**config.mk**
```make
export PLATFORM = sky130hd
export DESIGN_NAME = vram_port_arbiter
export DESIGN_NICKNAME = d
export VERILOG_FILES = /design/src/rtl/vram_pkg.sv /design/src/rtl/rr_select.sv /design/src/rtl/vram_port_arbiter.sv
export SDC_FILE = /design/constraint.sdc
export NUM_CORES = 1
export LEC_CHECK = 0
export CORE_MARGIN = 5
export CORE_UTILIZATION = 44
export CTS_CLUSTER_DIAMETER = 30
export DETAILED_ROUTE_END_ITERATION = 6
export PLACE_DENSITY_LB_ADDON = 0.3
export SYNTH_ARGS = -nofsm -noshare
export SYNTH_HDL_FRONTEND = slang
export SYNTH_SLANG_ARGS = --single-unit
export TNS_END_PERCENT = 1
```
**constraint.sdc**
```tcl
create_clock -name clk -period 4.1 [get_ports clk]
set_input_delay 0.615 -clock clk [delete_from_list [all_inputs] [get_ports clk]]
set_output_delay 0.615 -clock clk [all_outputs]
set_load 0.05 [all_outputs]
```
**src/rtl/vram_pkg.sv**
```systemverilog
// Shared VRAM geometry and arbiter state encoding.
package vram_pkg;

    localparam int SCREEN_WIDTH  = 800;
    localparam int SCREEN_HEIGHT = 600;
    localparam int VRAM_A_WIDTH  = 19;
    localparam int VRAM_D_WIDTH  = 4;

    typedef enum logic [1:0] {
        IDLE = 2'd0,
        DISP = 2'd1,
        OWN  = 2'd2
    } arb_state_t;

endpackage

```
**src/rtl/rr_select.sv**
```systemverilog
// Cyclic first-set search over a request vector, starting at ptr.
module rr_select #(
    parameter int N  = 2,
    parameter int PW = $clog2(N)
) (
    input  logic [N-1:0]  req,
    input  logic [PW-1:0] ptr,
    output logic [N-1:0]  sel,
    output logic          valid
);

    logic [PW-1:0] idx;

    always_comb begin
        sel   = '0;
        valid = 1'b0;
        idx   = '0;
        for (int k = 0; k < N; k++) begin
            idx = PW'((int'(ptr) + k) % N);
            if (!valid && req[idx]) begin
                sel[idx] = 1'b1;
                valid    = 1'b1;
            end
        end
    end

endmodule

```
**src/rtl/vram_port_arbiter.sv**
```systemverilog
// Single VRAM port shared by scanout (active video) and round-robin
// drawing requesters (blanking), with read data routed back by tag.
module vram_port_arbiter
    import vram_pkg::*;
#(
    parameter int ADDR_WIDTH = VRAM_A_WIDTH,
    parameter int DATA_WIDTH = VRAM_D_WIDTH,
    parameter int N_REQ      = 2,
    parameter int MAX_BURST  = 16
) (
    input  logic                        clk,
    input  logic                        w_rst,
    input  logic                        i_active,
    input  logic [ADDR_WIDTH-1:0]       i_disp_addr,
    output logic [DATA_WIDTH-1:0]       o_disp_data,
    output logic                        o_disp_valid,
    input  logic [N_REQ-1:0]            i_req,
    input  logic [N_REQ-1:0]            i_wr,
    input  logic [N_REQ*ADDR_WIDTH-1:0] i_addr,
    input  logic [N_REQ*DATA_WIDTH-1:0] i_data,
    output logic [N_REQ-1:0]            o_gnt,
    output logic [DATA_WIDTH-1:0]       o_rdata,
    output logic [N_REQ-1:0]            o_rvalid,
    output logic [ADDR_WIDTH-1:0]       o_mem_addr,
    output logic                        o_mem_write,
    output logic [DATA_WIDTH-1:0]       o_mem_wdata,
    input  logic [DATA_WIDTH-1:0]       i_mem_rdata
);

    localparam int PW = $clog2(N_REQ);
    localparam int BW = $clog2(MAX_BURST + 1);
    localparam logic [BW-1:0] BURST_LAST = BW'(MAX_BURST - 1);

    arb_state_t state, state_nx;
    logic [PW-1:0] r_owner, owner_nx, r_rr, rr_nx;
    logic [PW-1:0] owner_inc, sel_ptr, sel_idx;
    logic [BW-1:0] r_burst, burst_nx;
    logic [N_REQ-1:0] owner_oh, sel_req, sel_oh, rd_oh;
    logic sel_valid, xfer, owner_req, burst_end;

    logic [1:0]       tg_disp;
    logic [N_REQ-1:0] tg_rd [2];

    assign owner_oh  = N_REQ'(1) << r_owner;
    assign owner_inc = (r_owner == PW'(N_REQ - 1)) ? '0 : r_owner + 1'b1;
    assign owner_req = |(i_req & owner_oh);
    assign burst_end = (r_burst == BURST_LAST);

    assign o_gnt = (state == OWN && !i_active) ? owner_oh : '0;
    assign xfer  = |(o_gnt & i_req);
    assign rd_oh = o_gnt & i_req & ~i_wr;

    // In OWN the search starts past the owner and ignores the owner itself
    assign sel_ptr = (state == OWN) ? owner_inc : r_rr;
    assign sel_req = (state == OWN) ? (i_req & ~owner_oh) : i_req;

    rr_select #(
        .N  (N_REQ),
        .PW (PW)
    ) u_rr (
        .req   (sel_req),
        .ptr   (sel_ptr),
        .sel   (sel_oh),
        .valid (sel_valid)
    );

    always_comb begin
        sel_idx = '0;
        for (int i = 0; i < N_REQ; i++)
            if (sel_oh[i]) sel_idx = PW'(i);
    end

    always_comb begin
        state_nx = state;
        owner_nx = r_owner;
        rr_nx    = r_rr;
        burst_nx = r_burst;
        unique case (state)
            IDLE, DISP: begin
                if (i_active) begin
                    state_nx = DISP;
                end else if (sel_valid) begin
                    state_nx = OWN;
                    owner_nx = sel_idx;
                    burst_nx = '0;
                end else begin
                    state_nx = IDLE;
                end
            end
            OWN: begin
                if (i_active) begin
                    state_nx = DISP;
                    burst_nx = '0;
                    if (owner_req && burst_end) rr_nx = owner_inc;
                end else if (!owner_req) begin
                    rr_nx    = owner_inc;
                    burst_nx = '0;
                    if (sel_valid) owner_nx = sel_idx;
                    else state_nx = IDLE;
                end else if (burst_end) begin
                    burst_nx = '0;
                    if (sel_valid) begin
                        rr_nx    = owner_inc;
                        owner_nx = sel_idx;
                    end
                end else begin
                    burst_nx = r_burst + 1'b1;
                end
            end
            default: state_nx = IDLE;
        endcase
    end

    always_ff @(posedge clk or posedge w_rst) begin
        if (w_rst) begin
            state   <= IDLE;
            r_owner <= '0;
            r_rr    <= '0;
            r_burst <= '0;
        end else begin
            state   <= state_nx;
            r_owner <= owner_nx;
            r_rr    <= rr_nx;
            r_burst <= burst_nx;
        end
    end

    // Port mux plus a two-deep read tag matching the sram read latency
    always_ff @(posedge clk or posedge w_rst) begin
        if (w_rst) begin
            o_mem_addr   <= '0;
            o_mem_write  <= 1'b0;
            o_mem_wdata  <= '0;
            tg_disp      <= '0;
            tg_rd[0]     <= '0;
            tg_rd[1]     <= '0;
            o_disp_valid <= 1'b0;
            o_rvalid     <= '0;
            o_disp_data  <= '0;
            o_rdata      <= '0;
        end else begin
            if (i_active) begin
                o_mem_addr  <= i_disp_addr;
                o_mem_write <= 1'b0;
            end else if (xfer) begin
                o_mem_addr  <= i_addr[int'(r_owner)*ADDR_WIDTH +: ADDR_WIDTH];
                o_mem_write <= i_wr[r_owner];
                o_mem_wdata <= i_data[int'(r_owner)*DATA_WIDTH +: DATA_WIDTH];
            end else begin
                o_mem_write <= 1'b0;
            end
            tg_disp      <= {tg_disp[0], i_active};
            tg_rd[0]     <= rd_oh;
            tg_rd[1]     <= tg_rd[0];
            o_disp_valid <= tg_disp[1];
            o_rvalid     <= tg_rd[1];
            if (tg_disp[1]) o_disp_data <= i_mem_rdata;
            if (|tg_rd[1]) o_rdata <= i_mem_rdata;
        end
    end

endmodule

```
==> results of run 1 <==
==> worst reg2reg max path, cell delays in order, from the launching register on <==
cell and delay (ps):
dfrtp_1 400, buf_4 380, mux2i_1 230, nor3_4 190
buf_4 430, mux2i_1 240, o21ai_0 90
==> per-layer routing <==
| layer | global-route usage (%) | vias to the layer above | routed length, um |
|---|---|---|---|
| met2 | 31.28 | 64 | 3204 |
| li1 | - | 973 | - |
| met4 | 5.612 | 0 | 86 |
| met5 | 0 | - | 0 |
| met3 | 4.220 | 8 | 399 |
| met1 | 20.11 | 938 | 2357 |
==> worst max-delay path by stage <==
stage	from	end	depth (start not counted)
2_1_floorplan	r_owner	o_gnt[0]	4
3_3_place_gp	state[0]	o_gnt[1]	3
3_5_place_dp	i_req[1]	o_mem_addr[1]	6
4_1_cts	state[0]	o_gnt[1]	3
5_1_grt	state[0]	o_gnt[1]	3
6_report	state[0]	o_gnt[1]	3
==> metrics by stage <==
stage	hold WS, ps	power, W	instances	worst slack [ps]
CTS	360.3	0.001688	396	1213
global route	375.4	0.001754	396	1093
finish	358.5	0.001666	396	1225
global placement	333.7	0.001334	388	1598
floorplan	331.2	0.001096	216	1494
detailed placement	340.3	0.001344	388	1515
==> sequential cells by signal (all words and copies together) (netlist names), 2 cells and up <==
register and cells:
o_rdata 4, tg_rd 4, o_mem_wdata 4, r_burst 5, tg_disp 2, o_mem_addr 19
state 2, o_rvalid 2, o_disp_data 4
==> cell type report <==
type                       count  share of cell area (%)
timing repair buffer         115                   30.90
inverter                       5                  0.5093
clock buffer                   6                   1.969
sequential                    50                   33.96
multi-input combinational    146                   29.20
clock inverter                 2                   1.019
tap                           72                   2.445
==> kinds of logic (layout without fill, tap and decap cells) <==
logic type / count (synthesis) / count (layout) / synth area share [%]
flops: 50 / 50 / 51.47
fa+ha+maj: 1 / 1 / 0.5146
mux: 56 / 56 / 24.45
buf+inv: 20 / 128 / 4.271
simple gates: 49 / 49 / 9.831
compound gates: 40 / 40 / 9.470
==> cell usage in the layout (no fill, tap or decap), types with 3 or more instances in the layout <==
master	Yosys	routed
dfrtp_1	50	50
mux2i_1	29	29
nor2_1	9	9
nand2_1	24	24
a21boi_0	3	3
a21oi_1	7	7
buf_4	2	3
clkdlybuf4s50_1	0	111
nand3_1	5	5
inv_1	5	4
o21ai_0	7	7
mux2_2	27	27
clkbuf_8	0	5
o21ai_1	16	16
==> where the power goes <==
part | switching (W) | internal, W
combinational | 0.000404 | 0.000308
sequential | 0.0000443 | 0.000569
clock | 0.000158 | 0.000182
==> impl_results.md, run 1 <==
* Final setup violation count at 0
* Worst Tran Pin Value at 1007 ps
* Post-synth ARST share at 100.0%
* RSZ-0062 raised after global routing: false
* Top Family by Delay on Critical Path: buffers and inverters
* Mean Syn Cell Area at 11.26 um^2
* Post-CTS setup buffers at 0
* Synth top area share at 51.47%
* Final Hold Fails at 0
* Mapped Area at 0.002431 mm^2
* CTS tree: built
* FF-to-FF path depth at 6
* Chip width at 84.33 um
* Post-route cell area at 0.003685 mm^2
* Status: complete, no violations
* Hold crit path type: reg -> reg
* Hold-fix buffers, CTS at 0
* Reg2Reg Launch Point: r_owner
* Main synth FF type: dfrtp_1
* Clock Sinks at 50
* FILL cells at 421
* Worst setup SP type: flip-flop
* First drt pass iteration count at 4
* Die H at 84.33 um
* Largest net degree at the start of global routing at 51
* Yosys warnings at 0
* Pwr dens at 452.1 mW/mm^2
* Antenna cells at 0
* Final net count at 400
* Skew final at 8.184 ps
* WHS Path Cells at 0
* Vias in the first global route at 2039
* Syn Nets at 293
* Final Slew Violations at 0
* Die area at 0.007112 mm^2
* Initial antenna violation count at 0
* Clk_lat worst skew at 300 ps
* Dpl hpwl at 4483 um
* Sequential fraction of the synthesis area at 51.47%
* Area grow syn2layout at 51.57%
* FF-to-FF setup slack at 2010 ps
* Number of max-cap violations at 0
* Worst VDD drop at 0.2925 mV
* Footprint of the multi-input gates at 0.001076 mm^2
* CTS Buf Count at 5
* Clock Root Buffer: clkbuf_8
* Worst endpoint required time at 3480 ps
* Avg Vias per Cell at 5.008
* Hold_sp: tg_rd[2]
* Hold Path End: tg_rd[0]
* CTS resizes at 0
* Storage cell area at 0.001251 mm^2
* Setup TNS Final at 0 ps
* Worst Path Buf+Inv at 1
* Critical Path, Cell by Cell: nand2b_1, nor3b_1, clkdlybuf4s50_1
* Layout Utilization at 67.75%
* WP data arrival at 2260 ps
* Min Tclk post-route at 2875 ps
* Placed cell area at 0.003575 mm^2
* Row cnt at 27
* Starting Density at 44.70%
* Mapped Cells at 216
* Final period util at 70.12%
* Port Buf Inserts at 112
* Most frequent cell after synthesis: dfrtp_1
* First-pass GRT wire length at 9915 um
* Critical Path Sink Type: output port
* Synth area leader: dfrtp_1
* Share of cells above drive strength 1 at 12.65%
* GRT Total Usage at 17.31%
* Longest Clk Path Bufs at 2
* Maximum fanout along the worst path at 9
* Cell variety after synth at 32
* Pleak at 1.493 nW
* DRC Markers at 0
* Top Ports at 113
* Worst relative slew slack at 32.74%
* Post-synth EDFFs at 0
* Vias at 1983
* FMAX at 0.3479 GHz
* Detailed Route Iter0 Violations at 68
* H-Tree Level Count at 2
* Per-cell routed wire length at 15.27 um
* Synth top area cells: dfrtp_1 51%, mux2_2 13%, mux2i_1 12%
* Number of routed nets with antenna violations at 0
* Clock-pin slew on the worst setup and hold paths at 80 ps
* Global route overflow at 0
* Reg2reg end: o_mem_addr[1]
* Core area at 0.005439 mm^2
* FF+latch count, synth at 50
* Slowest stage delay, CP at 870 ps
* Commonest cells post-synth: 50 x dfrtp_1, 29 x mux2i_1, 27 x mux2_2
* Routability Congestion at 0.7329
* Critical Path Slowest Stage Cell: clkdlybuf4s50_1
* Total wire length at 6047 um
* Type of the worst setup path: reg -> out
Note: power is estimated with default switching activity, not from simulation.
==> run 2: changes to the inputs <==
--- a/config.mk
+++ b/config.mk
@@ -6,7 +6,7 @@
 export NUM_CORES = 1
 export LEC_CHECK = 0
 export CORE_MARGIN = 5
-export CORE_UTILIZATION = 44
+export CORE_UTILIZATION = 37
 export CTS_CLUSTER_DIAMETER = 30
 export DETAILED_ROUTE_END_ITERATION = 6
 export PLACE_DENSITY_LB_ADDON = 0.3
==> constraint.sdc (replaced) <==
create_clock -name clk -period 2.4 [get_ports clk]
set_input_delay 0.36 -clock clk [delete_from_list [all_inputs] [get_ports clk]]
set_output_delay 0.36 -clock clk [all_outputs]
set_load 0.05 [all_outputs]
==> impl_results.md, run 2 (same netlist as run 1, synthesis figures left out) <==
* Status: complete, no violations (unchanged)
* Hold-fix buffers, CTS at 0 (unchanged)
* Die H at 91.06 um (was 84.33 um)
* Final Slew Violations at 0 (unchanged)
* Type of the worst setup path: reg -> out (unchanged)
* Clock-pin slew on the worst setup and hold paths at 90 ps (was 80 ps)
* Die area at 0.008292 mm^2 (was 0.007112 mm^2)
* Per-cell routed wire length at 14.58 um (was 15.27 um)
* RSZ-0062 raised after global routing: false (unchanged)
* Worst VDD drop at 0.4577 mV (was 0.2925 mV)
* Slowest stage delay, CP at 450 ps (was 870 ps)
* Clock Root Buffer: clkbuf_8 (unchanged)
* CTS Buf Count at 5 (unchanged)
* Global route overflow at 0 (unchanged)
* Chip width at 91.06 um (was 84.33 um)
* Min Tclk post-route at 2036 ps
* CTS tree: built (unchanged)
* Maximum fanout along the worst path at 9 (unchanged)
* Worst relative slew slack at 58.78% (was 32.74%)
* Skew final at 3.935 ps (was 8.184 ps)
* Row cnt at 29 (was 27)
* Largest net degree at the start of global routing at 51 (unchanged)
* Routability Congestion at 0.7601 (was 0.7329)
* Number of max-cap violations at 0 (unchanged)
* Final net count at 402 (was 400)
* Final Hold Fails at 0 (unchanged)
* Worst endpoint required time at 2040 ps (was 3480 ps)
* FILL cells at 549 (was 421)
* Pwr dens at 796.8 mW/mm^2 (was 452.1 mW/mm^2)
* Total wire length at 5874 um (was 6047 um)
* Commonest non-fill, non-tap cell in the layout: clkdlybuf4s50_1 (unchanged)
* Hold crit path type: reg -> reg (unchanged)
* Share of cells above drive strength 1 at 14.11% (was 12.65%)
* Biggest register: o_mem_addr (unchanged)
* Dpl hpwl at 4413 um (was 4483 um)
* Starting Density at 38.07% (was 44.70%)
* Most frequent cells in the layout: 109 x clkdlybuf4s50_1, 50 x dfrtp_1, 29 x mux2i_1 (was 111 x clkdlybuf4s50_1, 50 x dfrtp_1, 29 x mux2i_1)
* Critical Path Sink Type: output port (unchanged)
* CTS resizes at 0 (unchanged)
* Critical Path, Cell by Cell: nand2b_1, nor3b_1, buf_12 (was nand2b_1, nor3b_1, clkdlybuf4s50_1)
* Port Buf Inserts at 112 (unchanged)
* First-pass GRT wire length at 9756 um (was 9915 um)
* Worst Tran Pin Value at 618.3 ps (was 1007 ps)
* Worst setup SP type: flip-flop (unchanged)
* Area grow syn2layout at 54.61% (was 51.57%)
* FMAX at 0.4911 GHz
* Detailed Route Iter0 Violations at 30 (was 68)
* Longest Clk Path Bufs at 2 (unchanged)
* First drt pass iteration count at 4 (unchanged)
* Avg Vias per Cell at 4.906 (was 5.008)
* Vias at 1977 (was 1983)
* Clk_lat worst skew at 300 ps (about the same)
* Initial antenna violation count at 0 (unchanged)
* Vias in the first global route at 2043 (was 2039)
* Biggest regs: o_mem_addr x19, r_burst x5 (unchanged)
* Core area at 0.006386 mm^2 (was 0.005439 mm^2)
* Final setup violation count at 0 (unchanged)
* Post-CTS setup buffers at 0 (unchanged)
* Pleak at 1.532 nW (was 1.493 nW)
* Final period util at 84.84%
* Top Ports at 113 (unchanged)
* Setup TNS Final at 0 ps (unchanged)
* Number of routed nets with antenna violations at 0 (unchanged)
* DRC Markers at 0 (unchanged)
* Antenna cells at 0 (unchanged)
* WP data arrival at 1680 ps (was 2260 ps)
* Max reg flops at 19 (unchanged)
* GRT Total Usage at 14.28% (was 17.31%)
* Critical Path Slowest Stage Cell: nor3b_1 (was clkdlybuf4s50_1)
* H-Tree Level Count at 2 (unchanged)
* Tot Pwr at 0.002995 W (was 0.001666 W)
* Clock Sinks at 50 (unchanged)
==> run 2: power breakdown <==
| part | total, W | internal (W) | switching (W) |
|---|---|---|---|
| clock | 0.000714 | 0.000444 | 0.000269 |
| sequential | 0.00106 | 0.000972 | 0.0000867 |
| combinational | 0.00122 | 0.000539 | 0.000684 |
| total | 0.00299 | 0.00196 | 0.00104 |
==> run 2: through the flow <==
| stage | hold slack, ps | instance area (um^2) | worst slack, ps | cells | util (%) |
|---|---|---|---|---|---|
| 2_1_floorplan | 331.2 | 2431 | 45.65 | 216 | - |
| 3_3_place_gp | 332.5 | 3616 | 343.5 | 395 | 56.62 |
| 3_5_place_dp | 337.8 | 3616 | 268.1 | 395 | 56.62 |
| 4_1_cts | 358.9 | 3759 | 348.6 | 403 | 58.86 |
| 5_1_grt | 365.0 | 3759 | 240.2 | 403 | 58.86 |
| 6_report | 355.6 | 3759 | 363.7 | 403 | 58.86 |
==> run 2: layer usage <==
layer | global-route usage, % | up-vias | wire [um]
met2 | 23.20 | 72 | 2746
met4 | 4.401 | 0 | 72
met3 | 4.711 | 5 | 477
met5 | 0 | - | 0
li1 | - | 981 | -
met1 | 18.09 | 919 | 2578
==> run 2: cell type report <==
class | instances | area [um^2] | area share (%)
Inverter | 5 | 18.77 | 0.4993
Sequential cell | 50 | 1251 | 33.29
Tap cell | 77 | 96.34 | 2.563
Clock buffer | 6 | 82.58 | 2.197
Multi-Input combinational cell | 146 | 1076 | 28.63
Timing Repair Buffer | 117 | 1174 | 31.23
Clock inverter | 2 | 60.06 | 1.598
==> run 2: worst max-delay path, delay by kind of cell (launching register included) <==
kind	cells	cell delay, ps
flip-flops	1	420
buffers and inverters	1	190
AND/OR/NAND/NOR	2	770
==> run 2: path summary, 6_finish.rpt <==
check | slack (ps) | cells past startpoint | from | to
setup / recovery | 360 | 3 | state[0] | o_gnt[1]
hold / removal | 360 | 0 | tg_rd[2] | tg_rd[0]
setup reg to reg | 510 | 5 | r_burst[0] | r_owner
hold reg to reg | 360 | 0 | tg_rd[2] | tg_rd[0]
max in group asynchronous | 1450 | 3 | w_rst | o_mem_addr[0]
min in group asynchronous | 540 | 3 | w_rst | tg_rd[2]
==> run 3: changes to the inputs <==
==> constraint.sdc (replaced) <==
create_clock -name clk -period 1.8 [get_ports clk]
set_input_delay 0.27 -clock clk [delete_from_list [all_inputs] [get_ports clk]]
set_output_delay 0.27 -clock clk [all_outputs]
set_load 0.05 [all_outputs]
==> impl_results.md, run 3 (same netlist as run 1, synthesis figures left out) <==
* Critical Path, Cell by Cell: clkdlybuf4s50_1 (was nand2b_1, nor3b_1, buf_12)
* H-Tree Level Count at 2 (unchanged)
* Storage cell area at 0.001252 mm^2 (was 0.001251 mm^2)
* CTS Buf Count at 5 (unchanged)
* Clk_lat worst skew at 300 ps (about the same)
* Worst endpoint required time at 1530 ps (was 2040 ps)
* Placed Cells at 404 (was 395)
* Tot Pwr at 0.004035 W (was 0.002995 W)
* Worst hold slack at 126.7 ps (was 355.6 ps)
* Min Tclk post-route at 1751 ps
* Worst relative slew slack at 64.79% (was 58.78%)
* Critical Path Sink Type: output port (unchanged)
* CTS resizes at 0 (unchanged)
* Vias in the first global route at 2178 (was 2043)
* Starting Density at 38.07% (unchanged)
* Clock Root Buffer: clkbuf_8 (unchanged)
* FMAX at 0.5712 GHz
* Vias at 2050 (was 1977)
* Most frequent cells in the layout: 98 x clkdlybuf4s50_1, 49 x dfrtp_1, 29 x mux2i_1 (was 109 x clkdlybuf4s50_1, 50 x dfrtp_1, 29 x mux2i_1)
* RSZ-0062 raised after global routing: true (was false)
* Share of cells above drive strength 1 at 20.00% (was 14.11%)
* FILL cells at 552 (was 549)
* First drt pass iteration count at 4 (unchanged)
* Critical Path Slowest Stage Cell: clkdlybuf4s50_1 (was nor3b_1)
* Biggest register: o_mem_addr (unchanged)
* Maximum fanout along the worst path at 2 (was 9)
* Number of max-cap violations at 0 (unchanged)
* Port Buf Inserts at 112 (unchanged)
* Number of routed nets with antenna violations at 0 (unchanged)
* CTS tree: built (unchanged)
* Biggest regs: o_mem_addr x19, r_burst x5 (unchanged)
* Final Slew Violations at 0 (unchanged)
* Largest net degree at the start of global routing at 40 (was 51)
* Row cnt at 29 (unchanged)
* Worst setup SP type: flip-flop (unchanged)
* Hold-fix buffers, CTS at 0 (unchanged)
* Final period util at 97.26%
* Initial antenna violation count at 0 (unchanged)
* Antenna cells at 0 (unchanged)
* Longest Clk Path Bufs at 2 (unchanged)
* Global route overflow at 0 (unchanged)
* Slack of the critical path at 49.39 ps (was 363.7 ps)
* Die area at 0.008292 mm^2 (unchanged)
* Final setup violation count at 0 (unchanged)
* Chip width at 91.06 um (unchanged)
* GRT Total Usage at 15.61% (was 14.28%)
* Area grow syn2layout at 57.75% (was 54.61%)
* Pwr dens at 1052 mW/mm^2 (was 796.8 mW/mm^2)
* Dpl hpwl at 4910 um (was 4413 um)
* Per-cell routed wire length at 15.56 um (was 14.58 um)
* DRC Markers at 0 (unchanged)
* Final net count at 411 (was 402)
* Footprint of the multi-input gates at 0.001096 mm^2 (was 0.001076 mm^2)
* Clock-pin slew on the worst setup and hold paths at 90 ps (about the same)
* Status: complete, no violations (unchanged)
* First-pass GRT wire length at 10630 um (was 9756 um)
* Hold crit path type: in -> async (was reg -> reg)
* Top Family by Delay on Critical Path: buffers and inverters (was simple AND/OR/NAND/NOR gates)
* Skew final at 7.228 ps (was 3.935 ps)
* Worst Path Buf+Inv at 1 (unchanged)
* Final Hold Fails at 0 (unchanged)
* Worst VDD drop at 0.9582 mV (was 0.4577 mV)
* Max reg flops at 19 (unchanged)
* Worst Tran Pin Value at 526.5 ps (was 618.3 ps)
* Detailed Route Iter0 Violations at 84 (was 30)
* Commonest non-fill, non-tap cell in the layout: clkdlybuf4s50_1 (unchanged)
* Total wire length at 6411 um (was 5874 um)
* Top Ports at 113 (unchanged)
* WP data arrival at 1480 ps (was 1680 ps)
* Post-CTS setup buffers at 0 (unchanged)
* Routability Congestion at 0.7868 (was 0.7601)
* Avg Vias per Cell at 4.976 (was 4.906)
* Setup TNS Final at 0 ps (unchanged)
* Finished Layout Cells at 412 (was 403)
* Slowest stage delay, CP at 810 ps (was 450 ps)
* Pleak at 1.625 nW (was 1.532 nW)
* Setup WS pre-CTS at -75.70 ps (was 268.1 ps)
* Die H at 91.06 um (unchanged)
* Core area at 0.006386 mm^2 (unchanged)
* Type of the worst setup path: reg -> out (unchanged)
* Clock Sinks at 50 (unchanged)
[run 3: cell types whose count changed in the layout (fill, tap and decap cells not counted), sizes merged]
cell	previous run	this run
buf	8	25
clkdlybuf4s50	109	98
dlymetal6s2s	0	3
[run 3: worst paths after layout]
check | slack, ps | startpoint | endpoint | cells past startpoint
min in group clk | 340 | i_active | state[0] | 2
worst min register to register | 360 | tg_rd[3] | tg_rd[1] | 0
worst max register to register | 110 | r_burst[0] | r_owner | 5
max in group asynchronous | 1150 | w_rst | tg_disp[0] | 3
worst min-delay path | 130 | w_rst | o_rvalid[0] | 2
worst max-delay path | 50 | o_mem_wdata[1] | o_mem_wdata[1] | 1
[run 3: where the power goes]
group | internal [W] | switching, W | leakage [nW]
logic | 0.000731 | 0.000931 | 0.937
clock network | 0.000592 | 0.000370 | 0.0714
registers | 0.00130 | 0.000112 | 0.617
total | 0.00262 | 0.00141 | 1.63
[run 3: final cells by class]
class / instances / area share [%]
Clock buffer: 6 / 2.153
Clock inverter: 2 / 1.566
Inverter: 5 / 0.4894
Multi-Input combinational cell: 146 / 28.58
Sequential cell: 50 / 32.66
Tap cell: 77 / 2.512
Timing Repair Buffer: 126 / 32.04
[run 3: through the flow]
step	utilization, %	cell area (um^2)
2_1_floorplan	-	2441
3_3_place_gp	57.52	3674
3_5_place_dp	57.52	3674
4_1_cts	59.76	3816
5_1_grt	60.05	3835
6_report	60.05	3835
[run 3: per-layer routing]
metal	global-route usage, %	routed length, um
met1	19.32	2720
met2	26.38	3195
met3	4.876	423
met4	4.156	72
met5	0	0
